`config.mk`:
```
export PLATFORM = sky130hd
export DESIGN_NAME = vdma_frame_addr_gen
export DESIGN_NICKNAME = d
export VERILOG_FILES = /design/src/rtl/vdma_frame_addr_gen.sv
export SDC_FILE = /design/constraint.sdc
export NUM_CORES = 1
export LEC_CHECK = 0
export BUFFER_PORTS_ARGS = -buffer_cell sky130_fd_sc_hd__buf_2
export CAP_MARGIN = 20
export CORE_UTILIZATION = 50
export CTS_BUF_LIST = sky130_fd_sc_hd__clkbuf_16
export CTS_CLUSTER_SIZE = 40
export DETAILED_ROUTE_END_ITERATION = 8
export GPL_TIMING_DRIVEN = 1
export MAX_ROUTING_LAYER = met4
export PLACE_DENSITY = 0.88
export SYNTH_ARGS = -nofsm -noshare
export SYNTH_HDL_FRONTEND = slang
export SYNTH_SLANG_ARGS = --single-unit
```
`constraint.sdc`:
```
create_clock -name clock -period 5.6 [get_ports clock]
set_input_delay 0.56 -clock clock [delete_from_list [all_inputs] [get_ports clock]]
set_output_delay 0.56 -clock clock [all_outputs]
set_load 0.05 [all_outputs]
```
`src/rtl/vdma_frame_addr_gen.sv`:
```
// rtl/vdma_frame_addr_gen.sv - per-frame burst/line address generator rotating across frame buffers
module vdma_frame_addr_gen #(
    parameter int    ASIZE          = 29,
    parameter int    BURST_MAP_ADDR = 12800,
    parameter int    LASIZE         = 16,
    parameter int    NUM_FB         = 3,
    parameter int    LCSIZE         = 12,
    parameter string MODE           = "ALIGN",
    localparam int   FBW            = (NUM_FB > 1) ? $clog2(NUM_FB) : 1
) (
    input  logic                    clock,
    input  logic                    rst,
    input  logic                    frame_start,
    input  logic [NUM_FB*ASIZE-1:0] fb_base,
    input  logic [ASIZE-1:0]        line_stride,
    input  logic [LCSIZE-1:0]       lines_per_frame,
    input  logic                    burst_done,
    input  logic                    tail_done,
    output logic [ASIZE-1:0]        out_addr,
    output logic [FBW-1:0]          fb_index,
    output logic [LCSIZE-1:0]       line_cnt,
    output logic                    line_end,
    output logic                    frame_end,
    output logic                    busy
);

    localparam bit             USE_STRIDE = (MODE == "STRIDE");
    localparam logic [ASIZE-1:0] BURST_INC = ASIZE'(BURST_MAP_ADDR);

    typedef enum logic {IDLE, ACTIVE} state_t;

    state_t             state_q, state_n;
    logic               burst_q, burst_d, tail_q, tail_d;
    logic [ASIZE-1:0]   addr_q, addr_n, ls_q, ls_n, stride_q, stride_n, jump;
    logic [LCSIZE-1:0]  lpf_q, lpf_n, cnt_q, cnt_n, cnt_inc;
    logic [FBW-1:0]     idx_q, idx_n, idx_adv;
    logic               le_q, le_n, fe_q, fe_n;
    logic               burst_rise, tail_rise;

    // Padded to a power of two so any fb_index value selects a defined entry
    logic [ASIZE-1:0]   base_arr [2**FBW];

    for (genvar g = 0; g < 2**FBW; g++) begin : g_base
        if (g < NUM_FB) begin : g_used
            assign base_arr[g] = fb_base[g*ASIZE +: ASIZE];
        end else begin : g_pad
            assign base_arr[g] = '0;
        end
    end

    assign burst_rise = burst_q & ~burst_d;
    assign tail_rise  = tail_q & ~tail_d;
    assign cnt_inc    = cnt_q + LCSIZE'(1);
    assign idx_adv    = (idx_q == FBW'(NUM_FB - 1)) ? '0 : idx_q + FBW'(1);
    assign jump       = USE_STRIDE ? ls_q + stride_q
                                   : {addr_q[ASIZE-1:LASIZE], {LASIZE{1'b0}}} + stride_q;

    always_comb begin
        state_n  = state_q;
        addr_n   = addr_q;
        ls_n     = ls_q;
        stride_n = stride_q;
        lpf_n    = lpf_q;
        idx_n    = idx_q;
        cnt_n    = cnt_q;
        le_n     = 1'b0;
        fe_n     = 1'b0;
        if (frame_start) begin
            // Restart always reuses the current buffer, even mid-frame
            state_n  = ACTIVE;
            addr_n   = base_arr[idx_q];
            ls_n     = base_arr[idx_q];
            cnt_n    = '0;
            stride_n = line_stride;
            lpf_n    = lines_per_frame;
        end else if (state_q == ACTIVE) begin
            if (tail_rise) begin
                cnt_n = cnt_inc;
                le_n  = 1'b1;
                if ((lpf_q != '0) && (cnt_inc == lpf_q)) begin
                    fe_n    = 1'b1;
                    state_n = IDLE;
                    idx_n   = idx_adv;
                    addr_n  = base_arr[idx_adv];
                    ls_n    = base_arr[idx_adv];
                end else begin
                    addr_n = jump;
                    ls_n   = jump;
                end
            end else if (burst_rise) begin
                addr_n = addr_q + BURST_INC;
            end
        end
    end

    always_ff @(posedge clock) begin
        if (rst) begin
            state_q  <= IDLE;
            burst_q  <= 1'b0;
            burst_d  <= 1'b0;
            tail_q   <= 1'b0;
            tail_d   <= 1'b0;
            addr_q   <= '0;
            ls_q     <= '0;
            stride_q <= '0;
            lpf_q    <= '0;
            idx_q    <= '0;
            cnt_q    <= '0;
            le_q     <= 1'b0;
            fe_q     <= 1'b0;
        end else begin
            state_q  <= state_n;
            burst_q  <= burst_done;
            burst_d  <= burst_q;
            tail_q   <= tail_done;
            tail_d   <= tail_q;
            addr_q   <= addr_n;
            ls_q     <= ls_n;
            stride_q <= stride_n;
            lpf_q    <= lpf_n;
            idx_q    <= idx_n;
            cnt_q    <= cnt_n;
            le_q     <= le_n;
            fe_q     <= fe_n;
        end
    end

    assign out_addr  = addr_q;
    assign fb_index  = idx_q;
    assign line_cnt  = cnt_q;
    assign line_end  = le_q;
    assign frame_end = fe_q;
    assign busy      = (state_q == ACTIVE);

endmodule

```
=== After elaboration in Yosys (flattened, before gate mapping) ===
Cells that the tools add are included.

* Word-level logic and storage cells: 57
* Register bits: 91
* Input bits: 133

* Add/sub/neg operators: 4
* Reduce and logical (&&, ||, !) cells: 10
* Magnitude comparators: 2
* Multiplexer cells: 18
* Equal/unequal tests: 2
* Bitwise logic cells: 9

{| class="wikitable"
|+ Operator list
! kind !! number
|-
| $mux 29 || 9
|-
| $bmux 29 s2 || 2
|-
| $add 29x14->29 const B || 1
|-
| $add 29x29->29 || 1
|-
| $add 12x1->12 const B || 1
|-
| $eq 12x12->1 || 1
|-
| $reduce_bool 12->1 || 1
|-
| $ge 3x3->1 const B || 2
|-
| $mux 1 || 6
|-
| $not 2->3 || 2
|-
| $not 1->1 || 5
|-
| $reduce_and 2->1 || 2
|-
| $reduce_and 4->1 || 1
|-
| $reduce_or 4->1 || 1
|-
| $reduce_bool 3->1 || 1
|-
| $reduce_or 3->1 || 1
|-
| $add 2x1->2 const B || 1
|-
| $and 1x1->1 || 2
|-
| $eq 2x2->1 const B || 1
|-
| $mux 2 || 1
|-
| $reduce_bool 2->1 || 1
|-
| $reduce_or 2->1 || 1
|-
| $logic_and 1x1->1 || 1
|}

=== Longest topological paths before layout ===
Gate-level depths: netlist of the first run.

* Word-level depth: 10
* Mapped depth: 9
* Gate-level depth less buffers: 9

=== Least setup slack after synthesis of the first run ===
Ideal clock, no wire load.

* Path type: reg-to-reg
* Start: reg cnt_q[0] (netlist: line_cnt[0])
* End: reg addr_q[14] (netlist: out_addr[14])
* Path buffers: 1
* Required time: 5.469 ns
* Cell stages (with the launch flop): 10
* Setup slack: 2.504 ns
* Setup time: 0.131 ns
* Data arrival time: 2.966 ns
* Cells stage by stage: dfxtp_1 ha_1 nand4_1 or2_2 a211o_1 a221oi_4 and3_4 buf_4 mux2i_1 o22ai_1

* Word-level cells in the longest chain between the ends: 7

{| class="wikitable"
|+ RTL lines
! item !! RTL line !! source
|-
| start, declared || 35 || <nowiki>logic [LCSIZE-1:0] lpf_q, lpf_n, cnt_q, cnt_n, cnt_inc;</nowiki>
|-
| start signal, assigned || 122 || <nowiki>cnt_q <= cnt_n;</nowiki>
|-
| $add 12x1->12 || 53 || <nowiki>assign cnt_inc = cnt_q + LCSIZE'(1);</nowiki>
|-
| $eq 12x12->1 || 80 || <nowiki>if ((lpf_q != '0) && (cnt_inc == lpf_q)) begin</nowiki>
|-
| $logic_and 1x1->1 || 80 ||
|-
| $mux 29 || 80 ||
|-
| $mux 29 || 77 || <nowiki>if (tail_rise) begin</nowiki>
|-
| $mux 29 || 76 || <nowiki>end else if (state_q == ACTIVE) begin</nowiki>
|-
| $mux 29 || 68 || <nowiki>if (frame_start) begin</nowiki>
|-
| end signal, assigned || 117 || <nowiki>addr_q <= addr_n;</nowiki>
|-
| end, declared || 34 || <nowiki>logic [ASIZE-1:0] addr_q, addr_n, ls_q, ls_n, stride_q, stride_n, jump;</nowiki>
|}

Every way passes these cells. The select of a mux whose other input is x is not followed.
A chain may end at the register's enable or synchronous reset.

=== Worst setup path in the final report of the first run ===
* Start: reg cnt_q[0] (netlist: line_cnt[0])
* End: reg idx_q[0] (netlist: fb_index[0])

* Word-level cells in the longest chain between the ends: 4

{| class="wikitable"
|+ RTL lines
! item !! RTL line !! source
|-
| $add 12x1->12 || 53 ||
|-
| $eq 12x12->1 || 80 ||
|-
| $logic_and 1x1->1 || 80 ||
|-
| $reduce_and 4->1 (no line) || n/a ||
|-
| end signal, assigned || 121 || <nowiki>idx_q <= idx_n;</nowiki>
|-
| end, declared || 36 || <nowiki>logic [FBW-1:0] idx_q, idx_n, idx_adv;</nowiki>
|}

Every way passes these cells.

==> results_dict.tcl, run 1 <==
set metrics [dict create \
    syn_inst 784 \
    io_pins 179 \
    synth_flop_cell "dfxtp_1" \
    synth-compound-area-share 0.194 \
    instances_no_fill 1097 \
    arrival_ns 3.37 \
    finalSetupViolCount 0 \
    dieArea_mm2 0.0130 \
    synth-simple-area-share 0.190 \
    synth_nets 932 \
    hold_buffers 0 \
    coreArea_mm2 0.0121 \
    die_x_um 114 \
    synth-seq-area-share 0.290 \
    synth-xor-area-share 0.0544 \
    clockRootBuffer "clkbuf_16" \
    slew_viol_final 0 \
    grt_antenna_before_repair 0 \
    post-route-period-util 0.556 \
    gp_congestion 0.886 \
    drt_iter0_drc 547 \
    ys_seq_elements 91 \
    htree_levels 3 \
    finalPower_uw 1700 \
    wl_per_cell_um 16.3 \
    synthMuxAreaShare 0.198 \
    ctsLongestPathBuffers 2 \
    cts_sinks 91 \
    max_clock_freq_mhz 321 \
    required_ns 5.86 \
    cts_setup_buffers 0 \
    crit_family "simple AND/OR/NAND/NOR gates" \
    fill_cells 1067 \
    vdd_drop_max_mv 0.190 \
    postRouteAntennaNets 0 \
    place_area_mm2 0.00720 \
    status "complete, no violations" \
    drc 0 \
    path_cells "ha_1 > nand4_1 > or2_2 > a211o_1 > a221oi_4 > nand3_4 > or4_1 > a21oi_1" \
    tns_ns 0 \
    cellPowerDensity_mw_per_mm2 228 \
    yosysWarnings 0 \
    vias 6411 \
    synth_top_family_by_area "multiplexers" \
    grt_usage 0.287 \
    grt_pass1_wl_um 28600 \
    clock_latency_ns 0.35 \
    grt_max_degree 90 \
    io_buffer_count 178 \
    syn_avg_cell_area_um2 8.01 \
    fin_nets 1072 \
    slew_headroom 0.276 \
    ys_async_sr_fraction 0 \
    drt-pass1-iter-count 8 \
    slowest_stage "or4_1" \
    synth_cell_types 59 \
    diodes 0 \
    grt_overflow 0 \
    fin_area_mm2 0.00749 \
    synthAdderAreaFrac 0.0311 \
    syn_area_mm2 0.00628 \
    max_slew.worst_pin.slew_ns 1.08 \
    worst_slack_ns 2.49 \
    period_needed_ns 3.11 \
    synth_edf_count 0 \
    endpoint_kind "register" \
    grt_pass1_vias 5948 \
    rsz0062_at_grt "false" \
    post_cts_resized 0 \
    viasPerCell 5.84 \
    placed_cells_incl_taps 1081 \
    crit_fanout 19 \
    drive_gt1_frac 0.227 \
    pre_cts_ws_ns 2.54 \
    critical_path.max_stage_delay_ns 0.49 \
    cts.clk_slew.worst_paths_ns 0.06 \
    hold_viol 0 \
    areaGrowthSynthToFinish_pct 19.2 \
    critPathKind "register to register" \
    cts_tree "done" \
    die_y_um 114 \
    worst-path-buf-inv 0 \
    cts_buffers 9 \
    worst_clock_skew_ns 0.00965 \
    rows 40 \
    holdCritPathClass "primary input to register" \
    worst_setup_path_start_kind "register" \
    wl_um 17900 \
    start_util 0.519 \
    total_leakage_power_uw 0.00308 \
    drv_cap 0 \
    post-dp-hpwl_um 13100 \
]
[layer usage]
| layer | share of wire | global-route usage | wire length (µm) | up-vias |
|---|---|---|---|---|
| li1 | - | - | - | 3133 |
| met1 | 0.43 | 0.352 | 7620 | 3006 |
| met2 | 0.48 | 0.474 | 8630 | 245 |
| met3 | 0.075 | 0.0614 | 1340 | 27 |
| met4 | 0.018 | 0.0883 | 327 | 0 |
| met5 | 0 | - | 0 | - |
[final timing paths]
check	start	endpoint	slack, ns	depth (start not counted)
max	line_cnt[0]	fb_index[0]	2.49	8
min	burst_done	burst_q	0.43	2
max reg2reg	line_cnt[0]	fb_index[0]	2.49	8
min reg2reg	burst_q	burst_d	0.44	2
[through the flow]
| stage | hold slack (ns) | utilization |
|---|---|---|
| finish | 0.427 | 0.618 |
| global route | 0.440 | 0.618 |
| CTS | 0.419 | 0.618 |
| detailed placement | 0.431 | 0.595 |
| global placement | 0.429 | 0.595 |
| floorplan | 0.405 | - |
[cell usage in the layout (no fill, tap or decap), drive strengths merged, types with 14 or more instances in the layout]
cell,synthesis,layout
a211oi,16,16
a21oi,41,41
buf,18,182
dfxtp,91,91
ha,14,14
inv,11,14
mux2i,122,122
nand2,76,76
nand3,23,23
nor2,86,86
nor3,15,15
o21ai,68,68
xnor2,27,27
[cell families after synthesis]
kind of cell | count (synthesis)
buffers and inverters | 64
AO/OA/AOI/OAI | 195
XOR/XNOR | 39
flip-flops | 91
AND/OR/NAND/NOR | 256
multiplexers | 124
adder cells (fa/ha/maj) | 15
[sequential cells by signal (all words and copies together), names as in the netlist]
name / cells
frame_end: 1
burst_q: 1
tail_d: 1
fb_index: 2
burst_d: 1
line_end: 1
lpf_q: 12
line_cnt: 12
out_addr: 29
stride_q: 29
busy: 1
tail_q: 1
[cell usage after synthesis (12+ instances only)]
library cell	count	area, µm²
o22ai_1	12	75.1
a211oi_1	16	120
buf_1	13	48.8
nand2_1	76	285
dfxtp_1	91	1820
xnor2_1	27	236
nand3_1	22	110
a21oi_1	40	200
nor3_1	15	75.1
clkbuf_1	34	128
ha_1	14	175
nor2_1	86	323
xor2_1	12	105
o21ai_0	62	310
mux2i_1	122	1220
[where the power goes]
group | switching [µW] | total, µW | internal (µW)
Combinational | 232 | 384 | 152
Clock | 259 | 600 | 341
Sequential | 37.9 | 722 | 684
[final cells by class]
cell class                      instances  area [µm²]  share of cell area
Multi-Input combinational cell        629        4200               0.561
Sequential cell                        91        1830               0.244
Inverter                               11        41.3             0.00551
Timing Repair Buffer                  182         923               0.123
Clock buffer                            9         225              0.0301
Tap cell                              168         210              0.0281
Clock inverter                          7        62.6             0.00835
Power figures use the tool's default switching activity.
==> run 2, diff against run 1 <==
- clock period: 5.6 -> 2.9 ns (I/O delays scaled with it)
==> run 2 against run 1 <==
Maximum frequency rose by 14%. Clock skew rose by 0.0014 ns. Combinational power grew 100%.
==> results_dict.tcl, run 2 (synthesized netlist as in run 1, its figures left out) <==
set metrics [dict create \
    grt_overflow 0 \
    worst_setup_path_start_kind "register" \
    ff2ff_setup_slack_ns 0.16 \
    cts.clk_slew.worst_paths_ns 0.08 \
    total_leakage_power_uw 0.00321 \
    htree_levels 3 \
    arrival_ns 2.94 \
    fin_area_mm2 0.00770 \
    r2r_cells 9 \
    post-dp-hpwl_um 13800 \
    slew_viol_final 0 \
    drc 0 \
    seq_power_share 0.408 \
    worstReg2RegEnd "out_addr[8]" \
    vias 6599 \
    io_pins 179 \
    crit_end "out_addr[8]" \
    grt_antenna_before_repair 0 \
    vdd_drop_max_mv 0.288 \
    cts_tree "done" \
    hold_depth 2 \
    post_cts_resized 0 \
    status "complete, no violations" \
    clock_latency_ns 0.35 \
    slew_headroom 0.445 \
    grt_pass1_vias 6062 \
    drive_gt1_frac 0.252 \
    crit_start "line_cnt[1]" \
    max_clock_freq_mhz 365 \
    crit_fanout 10 \
    dieArea_mm2 0.0130 \
    endpoint_kind "register" \
    wl_um 18800 \
    grt_usage 0.293 \
    cts_buffers 9 \
    wl_per_cell_um 16.8 \
    ctsLongestPathBuffers 2 \
    hold_viol 0 \
    rsz0062_at_grt "false" \
    holdCritPathClass "primary input to register" \
    comb_power_share 0.229 \
    tns_ns 0 \
    r2r_start "line_cnt[1]" \
    drt_iter0_drc 483 \
    period_needed_ns 2.74 \
    finalSetupViolCount 0 \
    final_cell_mix "buf_2 (177), mux2i_1 (122), nor2_1 (86), dfxtp_1 (86), nand2_1 (76)" \
    start_util 0.519 \
    place_area_mm2 0.00737 \
    diodes 0 \
    die_x_um 114 \
    clockRootBuffer "clkbuf_16" \
    hold_buffers 0 \
    post-route-period-util 0.945 \
    p_sw_frac 0.319 \
    switching_power_uw 1080 \
    cts_sinks 91 \
    grt_pass1_wl_um 29200 \
    die_y_um 114 \
    max_slew.worst_pin.slew_ns 0.832 \
    worst_clock_skew_ns 0.0110 \
    fin_nets 1095 \
    viasPerCell 5.89 \
    critPathKind "register to register" \
    areaGrowthSynthToFinish_pct 22.5 \
    io_buffer_count 178 \
    coreArea_mm2 0.0121 \
    pwr-share-clk 0.363 \
    required_ns 3.10 \
    rows 40 \
    gp_congestion 0.923 \
    drv_cap 0 \
    intPower_uw 2310 \
    drt-pass1-iter-count 5 \
    cellPowerDensity_mw_per_mm2 441 \
    mostFrequentLayoutCell "buf_2" \
    grt_max_degree 81 \
    postRouteAntennaNets 0 \
]
run 2: cell types whose count changed in the layout (fill, tap and decap cells not counted), sizes merged:
cell | previous run | this run
buf | 182 | 204
and3 | 7 | 8
clkinv | 2 | 1
inv | 14 | 15
run 2: worst min-delay path by stage:
stage | start | end
2_1_floorplan | burst_q | burst_d
3_3_place_gp | burst_q | burst_d
3_5_place_dp | burst_q | burst_d
4_1_cts | burst_done | burst_q
5_1_grt | burst_done | burst_q
6_report | burst_done | burst_q
run 2: routing by layer:
layer	GRT usage	vias to the layer above	wire (µm)
li1	-	3176	-
met1	0.356	3054	7900
met2	0.482	317	8940
met3	0.0572	52	1410
met4	0.110	0	553
met5	-	-	0
run 2: layout make-up:
type | instances | area [µm²]
flip-flops and latches | 91 | 1830
fillers | 1112 | 4410
inverters | 11 | 41.3
multi-input cells | 630 | 4210
clock inverters | 7 | 83.8
well taps | 168 | 210
clock buffers | 9 | 225
repair buffers | 204 | 1100
run 2: timing repair:
item / CTS / global route
buffers inserted: 0 / 2
setup endpoints to repair: 0 / 11
endpoints found under the hold margin: 0 / 0
run 2: metrics by stage:
step	power, µW	hold WS, ns	instances	utilization	setup slack (ns)
finish	3400	0.156	1120	0.636	0.160
global route	3520	0.153	1120	0.636	0.0472
CTS	3380	0.149	1117	0.634	0.0962
detailed placement	2170	0.436	1101	0.608	0.105
global placement	2150	0.433	1101	0.608	0.189
floorplan	1910	0.405	784	-	0.0410
run 2: power by group through the flow:
| stage | Clock [µW] | Combinational [µW] | Sequential [µW] |
|---|---|---|---|
| after CTS | 1240 | 761 | 1380 |
| after global routing | 1290 | 837 | 1390 |
| after detailed placement | 0 | 757 | 1410 |
| after floorplan | 0 | 386 | 1520 |
| after global placement | 0 | 740 | 1410 |
| final | 1230 | 778 | 1390 |
run 2: worst max-delay path, cell delays in order (launching register included):
cell and delay [ns]:
dfxtp_2 0.37, ha_1 0.23, nand4_1 0.14, or2_2 0.33, a211o_1 0.30, a221oi_4 0.33
buf_4 0.19, and3_2 0.40, mux2i_1 0.23, a211oi_1 0.08
==> run 3, diff against run 2 <==
- GPL_TIMING_DRIVEN: 1 -> 0
- MAX_ROUTING_LAYER: met4 -> default
==> run 3 against run 2 <==
Critical path depth unchanged. Cell area increased by 0.37%. Via count grew 6.4%. Sequential share of layout area down 0.12 points. Clock power is 6% lower. Final cell count rose by 2.7%. Non-clock buffer count up 30. Setup slack lost 0.055 ns. Sequential cell count stayed put. Register-to-register slack worse by 0.06 ns. Power decreased by 1.7%. Utilization increased by 0.24 points. Critical path type unchanged. Critical endpoint is now out_addr[2].
==> results_dict.tcl, run 3 (synthesized netlist as in run 1, its figures left out) <==
set metrics [dict create \
    io_buffer_count 176 \
    seq_power_share 0.418 \
    r2r_cells 9 \
    final_cell_mix "buf_2 (180), mux2i_1 (122), dfxtp_1 (88)" \
    ff2ff_setup_slack_ns 0.10 \
    max_slew.worst_pin.slew_ns 0.947 \
    cts_sinks 91 \
    gp_congestion 0.981 \
    arrival_ns 3.00 \
    place_area_mm2 0.00738 \
    tns_ns 0 \
    r2r_start "line_cnt[0]" \
    post-route-period-util 0.964 \
    endpoint_kind "register" \
    cts.clk_slew.worst_paths_ns 0.07 \
    fill_cells 1071 \
    grt_pass1_wl_um 33400 \
    final_util 0.638 \
    hold_start "burst_done" \
    required_ns 3.10 \
    die_y_um 114 \
    grt_usage 0.332 \
    wl_per_cell_um 18.8 \
    worst_setup_path_start_kind "register" \
    die_x_um 114 \
    critPathKind "register to register" \
    hold_depth 2 \
    vias 7019 \
    areaGrowthSynthToFinish_pct 23.0 \
    hold_buffers 0 \
    fin_nets 1124 \
    grt_antenna_before_repair 2 \
    slew_viol_final 0 \
    dieArea_mm2 0.0130 \
    worst_slack_ns 0.104 \
    slowest_stage "dfxtp_4" \
    pre_cts_ws_ns -0.237 \
    coreArea_mm2 0.0121 \
    grt_max_degree 15 \
    drt_iter0_drc 832 \
    htree_levels 3 \
    clock_latency_ns 0.35 \
    vdd_drop_max_mv 0.245 \
    holdPathEnd "burst_q" \
    holdWs_ns 0.148 \
    comb_power_share 0.234 \
    cellPowerDensity_mw_per_mm2 432 \
    grt_overflow 0 \
    worst_clock_skew_ns 0.0119 \
    grt_pass1_vias 6678 \
    p_sw_frac 0.317 \
    wl_um 21600 \
    mostFrequentLayoutCell "buf_2" \
    crit_fanout 10 \
    period_needed_ns 2.80 \
    path_cells "ha_2 > nand4_1 > or2_2 > a211o_1 > a221oi_4 > and3_4 > buf_12 > mux2i_1 > a211oi_1" \
    total_leakage_power_uw 0.00316 \
    finalSetupViolCount 0 \
    post-dp-hpwl_um 16100 \
    status "complete, no violations" \
    start_util 0.519 \
    clockRootBuffer "clkbuf_16" \
    ctsLongestPathBuffers 2 \
    switching_power_uw 1060 \
    drive_gt1_frac 0.224 \
    cts_tree "done" \
    worstReg2RegEnd "out_addr[2]" \
    intPower_uw 2280 \
    holdCritPathClass "primary input to register" \
    io_pins 179 \
    drv_cap 0 \
    critical_path.max_stage_delay_ns 0.40 \
    pwr-share-clk 0.348 \
    cts_buffers 9 \
    drt-pass1-iter-count 6 \
    fin_area_mm2 0.00773 \
    drc 0 \
    rows 40 \
    hold_viol 0 \
    max_clock_freq_mhz 358 \
    slew_headroom 0.369 \
    viasPerCell 6.10 \
    postRouteAntennaNets 0 \
]
## run 3: cell types whose count changed in the layout (fill, tap and decap cells not counted), moves of 2 or more
cell,delta
clkbuf_1,+33
buf_1,+11
diode_2,+2
buf_4,-20
clkbuf_2,+2
inv_8,-2
dfxtp_2,-2
dfxtp_1,+2
buf_2,+3
## run 3: power groups by stage
stage,logic [µW],registers [µW],clock network (µW)
6_report,782,1400,1160
5_1_grt,834,1400,1230
4_1_cts,760,1390,1170
3_5_place_dp,752,1420,0
3_3_place_gp,734,1420,0
2_1_floorplan,386,1520,0
## run 3: worst max path at each step
stage	endpoint	slack (ns)	from
after floorplan	out_addr[14]	0.04	line_cnt[0]
after global placement	out_addr[19]	-0.24	line_cnt[0]
after detailed placement	out_addr[19]	-0.24	line_cnt[0]
after CTS	out_addr[14]	0.04	line_cnt[0]
after global routing	fb_index[0]	-0.04	line_cnt[1]
final	out_addr[2]	0.10	line_cnt[0]
## run 3: repair_timing
action	in CTS	in global routing
setup buffers	3	3
pin swaps	2	2
setup endpoints to repair	25	23
gates resized for setup	2	4
## run 3: final cells by class
type | instances | area [µm²] | area share
Multi-Input combinational cell | 629 | 4210 | 0.544
Clock buffer | 9 | 225 | 0.0291
Antenna cell | 2 | 5.00 | 0.000648
Clock inverter | 6 | 58.8 | 0.00761
Buffer | 52 | 226 | 0.0293
Tap cell | 168 | 210 | 0.0272
Inverter | 11 | 41.3 | 0.00534
Sequential cell | 91 | 1830 | 0.237
Timing Repair Buffer | 182 | 926 | 0.120
## run 3: metal layers
metal,global-route usage,up-vias,routed length (µm)
li1,-,3232,-
met1,0.409,3170,8330
met2,0.531,514,9930
met3,0.0821,103,2350
met4,0.189,0,1030
met5,0,-,0
## run 3: per-stage QoR
stage	total power (µW)	instances
final	3340	1150
after global routing	3460	1150
after CTS	3320	1146
after detailed placement	2170	1128
after global placement	2150	1128
after floorplan	1910	784
## run 3: critical path: cells and delay by family (launching register included)
family | cells | cell delay (ns)
mux | 1 | 0.24
buf+inv | 1 | 0.16
compound gates | 3 | 0.79
flops | 1 | 0.40
fa+ha+maj | 1 | 0.23
simple gates | 3 | 0.83
